--- src/rtl/imem_loader.sv ---
// Instruction-memory loader: unpacks a framed byte stream into 32-bit word writes
// and holds the core in reset until a checksum-valid image has been stored.
module imem_loader #(
  parameter logic [31:0] BASE_ADDR      = 32'd0,
  parameter int unsigned MAX_WORDS      = 256,
  parameter logic [7:0]  START_BYTE     = 8'hA5,
  parameter int unsigned TIMEOUT_CYCLES = 100000
) (
  input  logic        clk,
  input  logic        reset,
  input  logic [7:0]  in_data,
  input  logic        in_valid,
  output logic        in_ready,
  output logic        mem_we,
  output logic [31:0] mem_addr,
  output logic [31:0] mem_wdata,
  output logic        cpu_hold,
  output logic        done,
  output logic        error,
  output logic [15:0] words_loaded
);

  typedef enum logic [2:0] {
    S_IDLE   = 3'd0,
    S_LEN_LO = 3'd1,
    S_LEN_HI = 3'd2,
    S_DATA   = 3'd3,
    S_WRITE  = 3'd4,
    S_CSUM   = 3'd5,
    S_DONE   = 3'd6,
    S_ERR    = 3'd7
  } state_t;

  localparam int unsigned TW      = $clog2(TIMEOUT_CYCLES + 1);
  localparam logic [TW-1:0] T_LAST = TW'(TIMEOUT_CYCLES - 1);
  localparam logic [16:0] MAX_W   = 17'(MAX_WORDS);

  state_t          state;
  logic [15:0]     len;
  logic [1:0]      lane;
  logic [7:0]      csum;
  logic [TW-1:0]   tcnt;
  logic            xfer;
  logic            timed_out;

  assign in_ready  = (state != S_WRITE);
  assign xfer      = in_valid & in_ready;
  assign timed_out = (tcnt == T_LAST);

  always_ff @(posedge clk or negedge reset) begin
    if (!reset) begin
      state        <= S_IDLE;
      len          <= '0;
      lane         <= '0;
      csum         <= '0;
      tcnt         <= '0;
      mem_we       <= 1'b0;
      mem_addr     <= BASE_ADDR;
      mem_wdata    <= '0;
      cpu_hold     <= 1'b1;
      done         <= 1'b0;
      error        <= 1'b0;
      words_loaded <= '0;
    end else begin
      case (state)
        S_IDLE, S_DONE, S_ERR: begin
          tcnt <= '0;
          if (xfer && in_data == START_BYTE) begin
            state        <= S_LEN_LO;
            cpu_hold     <= 1'b1;
            done         <= 1'b0;
            error        <= 1'b0;
            words_loaded <= '0;
            csum         <= '0;
            lane         <= '0;
            mem_addr     <= BASE_ADDR;
          end
        end

        S_LEN_LO, S_LEN_HI, S_DATA, S_CSUM: begin
          if (xfer) begin
            tcnt <= '0;
            case (state)
              S_LEN_LO: begin
                len[7:0] <= in_data;
                state    <= S_LEN_HI;
              end
              S_LEN_HI: begin
                len[15:8] <= in_data;
                if ({1'b0, in_data, len[7:0]} > MAX_W) begin
                  state <= S_ERR;
                  error <= 1'b1;
                end else if ({in_data, len[7:0]} == 16'd0) begin
                  state <= S_CSUM;
                end else begin
                  state <= S_DATA;
                end
              end
              S_DATA: begin
                mem_wdata[{lane, 3'b000} +: 8] <= in_data;
                csum <= csum ^ in_data;
                lane <= lane + 2'd1;
                if (lane == 2'd3) begin
                  state  <= S_WRITE;
                  mem_we <= 1'b1;
                end
              end
              default: begin
                if (in_data == csum) begin
                  state    <= S_DONE;
                  done     <= 1'b1;
                  cpu_hold <= 1'b0;
                end else begin
                  state <= S_ERR;
                  error <= 1'b1;
                end
              end
            endcase
          end else if (timed_out) begin
            state <= S_ERR;
            error <= 1'b1;
            tcnt  <= '0;
          end else begin
            tcnt <= tcnt + 1'b1;
          end
        end

        S_WRITE: begin
          // Address advances only when another word follows, so it never
          // points past the last accepted slot.
          mem_we       <= 1'b0;
          tcnt         <= '0;
          words_loaded <= words_loaded + 16'd1;
          if (words_loaded + 16'd1 == len) begin
            state <= S_CSUM;
          end else begin
            state    <= S_DATA;
            mem_addr <= mem_addr + 32'd4;
          end
        end

        default: state <= S_IDLE;
      endcase
    end
  end

endmodule
--- config.mk ---
export PLATFORM = sky130hd
export DESIGN_NAME = imem_loader
export DESIGN_NICKNAME = d
export VERILOG_FILES = /design/src/rtl/imem_loader.sv
export SDC_FILE = /design/constraint.sdc
export NUM_CORES = 1
export LEC_CHECK = 0
export ABC_AREA = 1
export BUFFER_PORTS_ARGS = -buffer_cell sky130_fd_sc_hd__buf_2
export CAP_MARGIN = 10
export CORE_MARGIN = 1
export CORE_UTILIZATION = 30
export DETAILED_ROUTE_END_ITERATION = 10
export PLACE_DENSITY_LB_ADDON = 0.2
export SLEW_MARGIN = 0
export SYNTH_ARGS = -nofsm -noshare
export SYNTH_HDL_FRONTEND = slang
export SYNTH_SLANG_ARGS = --single-unit
--- constraint.sdc ---
create_clock -name clk -period 5.7 [get_ports clk]
set_input_delay 1.71 -clock clk [delete_from_list [all_inputs] [get_ports clk]]
set_output_delay 1.71 -clock clk [all_outputs]
set_load 0.03 [all_outputs]
==> flow_summary.json, run 1 <==
{
  "antenna_found_initial": 0,
  "power_density_nw_per_um2": 525,
  "setup.worst_path.end": "in_ready",
  "synthesis.area_um2": 7190,
  "hpwl_mm": 14.6,
  "gp_congestion": 0.831,
  "die_y_um": 157,
  "synth_flop_cell": "dfrtp_1",
  "core_um2": 23500,
  "cts_hold_buf": 0,
  "start_kind": "flop",
  "drtAntennaViolNets": 0,
  "async_reset_ff_frac": 1.00,
  "ys_seq_area_frac": 0.445,
  "synth.area.top_cells": "dfrtp_1 44%, nand2_1 13%, nand3_1 6.7%, nor2_1 5.7%, o21ai_0 5.1%",
  "post_cts_buffers": 0,
  "min_period_ps": 3450,
  "holdWs_ps": 458,
  "worst_slew_pin_slew_ps": 940,
  "area_delta_synth_final_pct": 19.1,
  "avgViaCountPerCell": 4.77,
  "grt_use_total": 0.174,
  "crit_arrival_ps": 1740,
  "max_slew_margin": 0.371,
  "finalHoldViolations": 0,
  "io_buffers": 93,
  "drt-total-wl_mm": 20.4,
  "cts-root-buf": "clkbuf_16",
  "cp-startpoint": "state[1]$_DFFE_PN0P_",
  "fin_nets": 1075,
  "yosysUniqueCellTypes": 38,
  "swShare": 0.459,
  "synth_top_cell_by_area": "dfrtp_1",
  "drc_errors": 0,
  "cts_buffer_depth": 2,
  "htree_levels": 4,
  "fp-row-count": 56,
  "grt_pass1_vias": 6334,
  "clkPwrFrac": 0.249,
  "drive_above_1_share": 0.138,
  "finalSetupTns_ps": 0,
  "grt_pass1_wl_mm": 33.5,
  "n_fill_cell": 2487,
  "grt-ovfl-total": 0,
  "cts_buffers": 17,
  "synth_enable_flop_cells": 0,
  "dr.first_iter.drc_count": 433,
  "p_switching_uw": 2060,
  "synth_top_area_frac": 0.442,
  "clock_latency_ps": 420,
  "endpoint_kind": "output pin",
  "syn_avg_cell_area_um2": 7.44,
  "grt_max_degree": 55,
  "synthCells": 967,
  "synth_seq_cells": 128,
  "intPower_uw": 2430,
  "start_util": 0.306,
  "min_path_type": "flop to flop",
  "routedWlPerCell_um": 14.7,
  "multi_input_area_um2": 3470,
  "rsz0062_at_grt": "no",
  "p_leak_uw": 0.00416,
  "cts_tree": "yes",
  "status": "complete, no violations",
  "drv_slew": 0,
  "cp_max_fo": 8,
  "ys_warn_count": 0,
  "r2r_slack_ps": 2720,
  "antenna_cells": 0,
  "worstReg2RegEnd": "mem_addr[7]$_DFFE_PN0P_",
  "critPathRequiredTime_ps": 3990,
  "seq_area_um2": 3200,
  "fin_skew_ps": 12.9,
  "fmaxAchievable_mhz": 290,
  "maxCapViolations": 0,
  "p_seq_frac": 0.317,
  "ios": 96,
  "final.period_utilization": 0.606,
  "peakVddDrop_mv": 0.290,
  "timing.rr.start": "state[1]$_DFFE_PN0P_",
  "clk_pin_slew_worst_paths_ps": 50,
  "dieArea_um2": 24600,
  "critical_path_class": "flop to output pin",
  "die_x_um": 157,
  "ctsResizeCount": 0,
  "comb_power_share": 0.434,
  "r2r.worst_path.cells": 11,
  "firstDrtPassIters": 6,
  "cts_sinks": 128,
  "vias": 6618,
  "setup_viol": 0
}
-- registers in the layout, indices dropped and copies added, names as in the netlist --
| name | cells |
|---|---|
| tcnt | 17 |
| mem_we | 1 |
| done | 1 |
| mem_addr | 30 |
| cpu_hold | 1 |
| lane | 2 |
| state | 3 |
| mem_wdata | 32 |
| csum | 8 |
| error | 1 |
| words_loaded | 16 |
| len | 16 |
-- worst max-delay path: stages (launching register included) --
cell and delay, ps:
dfrtp_1 410, inv_1 170, nor2_2 90, nor2_4 170
o21ai_1 120, nand2_1 140, buf_2 220
-- synth_stat cells, types with 2 or more instances --
library cell / number
xnor3_1: 2
inv_2: 2
a31oi_1: 2
nor2_4: 5
nor3_1: 24
nand3_2: 2
dfrtp_1: 127
nand2_2: 2
nand4_1: 39
o21ai_0: 74
buf_4: 2
xnor2_1: 12
clkbuf_1: 15
buf_6: 3
nor2_1: 109
ha_1: 9
nand3b_1: 2
o22ai_1: 8
nand2_1: 253
inv_1: 96
a21oi_1: 28
xor2_1: 16
nor2_2: 5
o21ai_1: 10
buf_1: 2
nor4_1: 2
nand3_1: 96
a211oi_1: 2
buf_2: 9
-- worst min path at each step --
stage | startpoint | end | slack (ps) | cells after the start
2_1_floorplan | tcnt[0]$_DFF_PN0_ | tcnt[0]$_DFF_PN0_ | 430 | 1
3_3_place_gp | tcnt[16]$_DFF_PN0_ | tcnt[16]$_DFF_PN0_ | 450 | 1
3_5_place_dp | tcnt[0]$_DFF_PN0_ | tcnt[0]$_DFF_PN0_ | 450 | 1
4_1_cts | tcnt[0]$_DFF_PN0_ | tcnt[0]$_DFF_PN0_ | 460 | 1
5_1_grt | tcnt[16]$_DFF_PN0_ | tcnt[16]$_DFF_PN0_ | 470 | 1
6_report | tcnt[0]$_DFF_PN0_ | tcnt[0]$_DFF_PN0_ | 460 | 1
-- metal layers --
metal	share of wire	routed length [µm]	track usage
met1	0.49	9970	0.242
met2	0.45	9130	0.272
met3	0.055	1120	0.0382
met4	0.0097	199	0.0472
met5	0	0	0
-- metrics by stage --
stage               total power, µW  utilization  cell area (µm²)  cells  setup slack (ps)
finish                         4490        0.365             8560   1387              2250
global route                   4830        0.365             8560   1387              2170
CTS                            4550        0.365             8560   1387              2210
detailed placement             3400        0.339             7960   1355              2060
global placement               3400        0.339             7960   1355              2070
floorplan                      2820            -             7200    968              2350
-- area by class of cell --
class	instances	area share
clock buffer	28	0.0627
clock inverter	4	0.00847
tap	319	0.0466
timing repair buffer	99	0.0603
inverter	98	0.0430
sequential	128	0.374
multi-input combinational	711	0.405
-- cells in the final DEF (no fill, tap or decap), drive strengths merged --
cell,synthesis,layout
o2111ai,1,1
nand4,39,39
nand2,256,256
or2,1,1
xnor3,2,2
bufinv,0,2
clkinv,0,1
nor2,119,119
buf,16,99
nand3b,2,2
a21oi,28,28
nand3,99,99
nor4,2,2
ha,9,9
o21a,1,1
conb,1,2
o22ai,8,8
clkinvlp,0,1
xor2,16,16
nor4b,1,1
inv,98,98
o31ai,1,1
dfrtp,127,127
xnor2,12,12
o21ai,84,84
nor3,24,24
a211oi,2,2
dfstp,1,1
clkbuf,15,28
a31oi,2,2
-- cells by family after synthesis --
family / Yosys count / synth area share
xor+xnor: 30 / 0.0404
fa+ha+maj: 9 / 0.0157
simple gates: 543 / 0.333
other cells: 1 / 0.000521
buf+inv: 129 / 0.0731
compound gates: 127 / 0.0920
flops: 128 / 0.445
-- power by group through the flow --
stage / sequential (µW) / combinational, µW / clock [µW]
after floorplan: 1690 / 1140 / 0
after detailed placement: 1430 / 1970 / 0
after CTS: 1420 / 1970 / 1150
after global placement: 1430 / 1970 / 0
final: 1430 / 1950 / 1120
after global routing: 1460 / 2180 / 1190
Note: power is estimated with default switching activity, not from simulation.
==> run 2: changes to the inputs <==
==> constraint.sdc (replaced) <==
create_clock -name clk -period 3.6 [get_ports clk]
set_input_delay 1.08 -clock clk [delete_from_list [all_inputs] [get_ports clk]]
set_output_delay 1.08 -clock clk [all_outputs]
set_load 0.03 [all_outputs]
==> flow_summary.json, run 2 (synthesized netlist as in run 1, its figures left out) <==
{
  "p_leak_uw": 0.00417,
  "cts_hold_buf": 0,
  "layout_common_cells": "253 x nand2_1, 127 x dfrtp_1, 109 x nor2_1",
  "critPathRequiredTime_ps": 2520,
  "fmaxAchievable_mhz": 315,
  "top_register": "mem_wdata",
  "endpoint_kind": "output pin",
  "drv_slew": 0,
  "grt_pass1_vias": 6438,
  "setup_viol": 0,
  "clk_pin_slew_worst_paths_ps": 60,
  "drtAntennaViolNets": 0,
  "slowest_stage": "nand2_1",
  "cp_max_fo": 13,
  "status": "complete, no violations",
  "grt_max_degree": 48,
  "fp-row-count": 56,
  "hpwl_mm": 14.8,
  "antenna_found_initial": 0,
  "cts_buffer_depth": 2,
  "post_cts_buffers": 0,
  "drt-total-wl_mm": 20.2,
  "n_fill_cell": 2507,
  "numPlacedInstances": 1358,
  "min_period_ps": 3170,
  "io_buffers": 93,
  "dieArea_um2": 24600,
  "power_density_nw_per_um2": 822,
  "die_x_um": 157,
  "crit_arrival_ps": 2090,
  "largest_registers": "mem_wdata (32), mem_addr (30), tcnt (17)",
  "rsz0062_at_grt": "no",
  "max_slew_margin": 0.458,
  "power_uw": 7050,
  "grt_pass1_wl_mm": 33.2,
  "htree_levels": 4,
  "start_util": 0.306,
  "gp_congestion": 0.852,
  "worstPathCellList": "inv_1, nor2_2, nor2_4, o21ai_1, nand2_1, buf_2",
  "cts_buffers": 17,
  "peakVddDrop_mv": 0.468,
  "finalSetupTns_ps": 0,
  "maxCapViolations": 0,
  "fin_skew_ps": 6.72,
  "dr.first_iter.drc_count": 340,
  "multi_input_area_um2": 3470,
  "layout_commonest_cell": "nand2_1",
  "finalHoldViolations": 0,
  "drc_errors": 0,
  "layoutNonFillerInstCount": 1390,
  "drive_above_1_share": 0.144,
  "crit_family": "simple AND/OR/NAND/NOR gates",
  "antenna_cells": 0,
  "core_um2": 23500,
  "seq_area_um2": 3200,
  "die_y_um": 157,
  "routedWlPerCell_um": 14.5,
  "critical_path_class": "flop to output pin",
  "final.period_utilization": 0.882,
  "largest_register_ffs": 32,
  "min_path_type": "flop to flop",
  "grt_use_total": 0.173,
  "dp_slack_ps": 640,
  "vias": 6668,
  "worst_slew_pin_slew_ps": 812,
  "ios": 96,
  "start_kind": "flop",
  "clock_latency_ps": 420,
  "grt-ovfl-total": 0,
  "cts_tree": "yes",
  "cts_sinks": 128,
  "area_delta_synth_final_pct": 19.3,
  "ctsResizeCount": 0,
  "slowest_delay_ps": 440,
  "cts-root-buf": "clkbuf_16",
  "fin_ws_ps": 426,
  "fin_nets": 1078,
  "avgViaCountPerCell": 4.80,
  "firstDrtPassIters": 5,
  "r2r_slack_ps": 730,
  "crit_buf_inv": 2
}
run 2: changes by cell type in the layout (fill, tap and decap cells not counted), sizes merged:
cell,previous run,this run
clkbuf,28,23
clkinvlp,1,4
buf,99,102
clkinv,1,4
bufinv,2,1
run 2: report_power, final:
part | switching (µW) | internal, µW
Clock | 649 | 1050
Sequential | 366 | 1870
Combinational | 2260 | 850
Total | 3270 | 3780
run 2: worst paths after layout:
path / from / to / cells after the start
worst max register to register: state[1]$_DFFE_PN0P_ / mem_addr[2]$_DFFE_PN0P_ / 10
min in group asynchronous: reset / words_loaded[12]$_DFFE_PN0P_ / 1
max in group asynchronous: reset / mem_wdata[21]$_DFFE_PN0P_ / 2
worst min-delay path: tcnt[16]$_DFF_PN0_ / tcnt[16]$_DFF_PN0_ / 1
worst max-delay path: state[1]$_DFFE_PN0P_ / in_ready / 6
worst min register to register: tcnt[16]$_DFF_PN0_ / tcnt[16]$_DFF_PN0_ / 1
run 2: worst reg2reg max path, stage by stage, from the launching register on:
cell and delay, ps:
dfrtp_1 390, inv_1 110, nor2_2 210, nor2_4 90, o21ai_1 120, nand2_1 380
inv_2 560, nand3_4 380, nand2_4 410, nand2_1 100, nand2_1 70
run 2: layer usage:
layer | global-route usage | wire (µm) | vias up
li1 | - | - | 3363
met1 | 0.237 | 9900 | 3122
met2 | 0.270 | 9020 | 163
met3 | 0.0418 | 1040 | 20
met4 | 0.0444 | 206 | 0
met5 | 0 | 0 | -
run 2: final cells by class:
| cell class | instances | area share |
|---|---|---|
| multi-input cells | 711 | 0.404 |
| flip-flops and latches | 128 | 0.374 |
| repair buffers | 102 | 0.0643 |
| clock buffers | 23 | 0.0592 |
| well taps | 319 | 0.0465 |
| inverters | 98 | 0.0429 |
| clock inverters | 9 | 0.00933 |
run 2: stage by stage:
stage | instance area [µm²] | util | hold WS, ps
finish | 8580 | 0.365 | 466
global route | 8580 | 0.365 | 505
CTS | 8580 | 0.365 | 469
detailed placement | 7990 | 0.340 | 461
global placement | 7990 | 0.340 | 449
floorplan | 7200 | - | 433
==> run 3: changes to the inputs <==
--- a/config.mk
+++ b/config.mk
@@ -10,6 +10,7 @@
 export CAP_MARGIN = 10
 export CORE_MARGIN = 1
 export CORE_UTILIZATION = 30
+export CTS_BUF_LIST = sky130_fd_sc_hd__clkbuf_8
 export DETAILED_ROUTE_END_ITERATION = 10
 export PLACE_DENSITY_LB_ADDON = 0.2
 export SLEW_MARGIN = 0
==> flow_summary.json, run 3 (synthesized netlist as in run 1, its figures left out) <==
{
  "start_util": 0.306,
  "min_period_ps": 3190,
  "ios": 96,
  "swShare": 0.487,
  "cts_buffer_depth": 2,
  "dr_wl_met3_mm": 1.02,
  "clk_pin_slew_worst_paths_ps": 70,
  "cts_buffers": 17,
  "cts-root-buf": "clkbuf_8",
  "post_cts_buffers": 0,
  "cts_sinks": 128,
  "layout_commonest_cell": "nand2_1",
  "critical_path_class": "flop to output pin",
  "multi_input_area_um2": 3470,
  "fin_nets": 1078,
  "finalHoldViolations": 0,
  "start_kind": "flop",
  "design_area_um2": 8390,
  "hpwl_mm": 14.8,
  "fp-row-count": 56,
  "n_fill_cell": 2530,
  "clock_latency_ps": 440,
  "layout_common_cells": "253 x nand2_1, 127 x dfrtp_1, 109 x nor2_1",
  "endpoint_kind": "output pin",
  "grt_pass1_vias": 6409,
  "timing.rr.start": "state[1]$_DFFE_PN0P_",
  "rsz0062_at_grt": "no",
  "crit_arrival_ps": 2110,
  "holdWs_ps": 468,
  "intPower_uw": 3370,
  "finalSetupTns_ps": 0,
  "fin_skew_ps": 9.63,
  "area_delta_synth_final_pct": 16.6,
  "p_leak_uw": 0.00408,
  "vias": 6664,
  "largest_registers": "mem_wdata (32), mem_addr (30), tcnt (17)",
  "grt_max_degree": 48,
  "ctsResizeCount": 0,
  "layoutNonFillerInstCount": 1390,
  "dieArea_um2": 24600,
  "peakVddDrop_mv": 0.474,
  "critPathRequiredTime_ps": 2520,
  "numPlacedInstances": 1358,
  "seq_area_um2": 3200,
  "worst_slew_pin_slew_ps": 811,
  "routedWlPerCell_um": 14.5,
  "htree_levels": 4,
  "drtAntennaViolNets": 0,
  "placed_area_um2": 7990,
  "drive_above_1_share": 0.144,
  "firstDrtPassIters": 5,
  "antenna_cells": 0,
  "top_layer": "met4",
  "p_switching_uw": 3210,
  "core_um2": 23500,
  "cp_max_fo": 13,
  "avgViaCountPerCell": 4.79,
  "gp_congestion": 0.852,
  "comb_power_share": 0.472,
  "grt-ovfl-total": 0,
  "hold_path.startpoint": "tcnt[16]$_DFF_PN0_",
  "clkPwrFrac": 0.188,
  "cp-startpoint": "state[1]$_DFFE_PN0P_",
  "cts_tree": "yes",
  "setup_viol": 0,
  "io_buffers": 93,
  "met2_length_mm": 8.95,
  "drt-total-wl_mm": 20.1,
  "largest_register_ffs": 32,
  "cts_hold_buf": 0,
  "die_x_um": 157,
  "max_slew_margin": 0.459,
  "grt_use_total": 0.170,
  "die_y_um": 157,
  "grt_pass1_wl_mm": 32.9,
  "status": "complete, no violations",
  "power_density_nw_per_um2": 784,
  "p_seq_frac": 0.340,
  "min_path_type": "flop to flop",
  "top_register": "mem_wdata",
  "antenna_found_initial": 0,
  "drv_slew": 0,
  "maxCapViolations": 0,
  "fmaxAchievable_mhz": 313,
  "met1_length_mm": 9.97,
  "final.period_utilization": 0.886,
  "drc_errors": 0,
  "dr.first_iter.drc_count": 325
}
-- run 3: changes by cell type in the layout (fill, tap and decap cells not counted) --
cell / previous run / this run
clkbuf_16: 17 / 0
clkbuf_8: 6 / 23
-- run 3: critical path: stages, from the launching register on --
cell,delay (ps)
dfrtp_1,410
inv_1,140
nor2_2,90
nor2_4,170
o21ai_1,120
nand2_1,430
buf_2,310
-- run 3: layout make-up --
cell class,instances,area share
well taps,319,0.0476
multi-input cells,711,0.413
clock buffers,23,0.0377
clock inverters,9,0.00955
flip-flops and latches,128,0.382
repair buffers,102,0.0658
inverters,98,0.0439
-- run 3: through the flow --
step	worst slack, ps	utilization	total power (µW)
6_report	409	0.357	6580
4_1_cts	390	0.357	6660
3_3_place_gp	714	0.340	5400
3_5_place_dp	640	0.340	5380
2_1_floorplan	882	-	4470
5_1_grt	243	0.357	7100
-- run 3: path summary, 6_finish.rpt --
check | end | slack (ps) | cells after the start
setup / recovery | in_ready | 410 | 6
min in group asynchronous | words_loaded[12]$_DFFE_PN0P_ | 570 | 1
hold reg to reg | tcnt[16]$_DFF_PN0_ | 470 | 1
hold / removal | tcnt[16]$_DFF_PN0_ | 470 | 1
max in group asynchronous | lane[1]$_DFFE_PN0P_ | 2180 | 2
setup reg to reg | mem_addr[3]$_DFFE_PN0P_ | 710 | 10
-- run 3: layer usage --
metal | track usage | vias to the layer above
met4 | 0.0317 | 0
li1 | - | 3363
met3 | 0.0410 | 14
met5 | 0 | -
met2 | 0.268 | 166
met1 | 0.236 | 3121
-- run 3: power by group through the flow --
| stage | Sequential [µW] | Clock [µW] | Combinational (µW) |
|---|---|---|---|
| finish | 2240 | 1230 | 3100 |
| global route | 2300 | 1340 | 3460 |
| CTS | 2240 | 1280 | 3150 |
| detailed placement | 2250 | 0 | 3140 |
| global placement | 2260 | 0 | 3140 |
| floorplan | 2670 | 0 | 1800 |
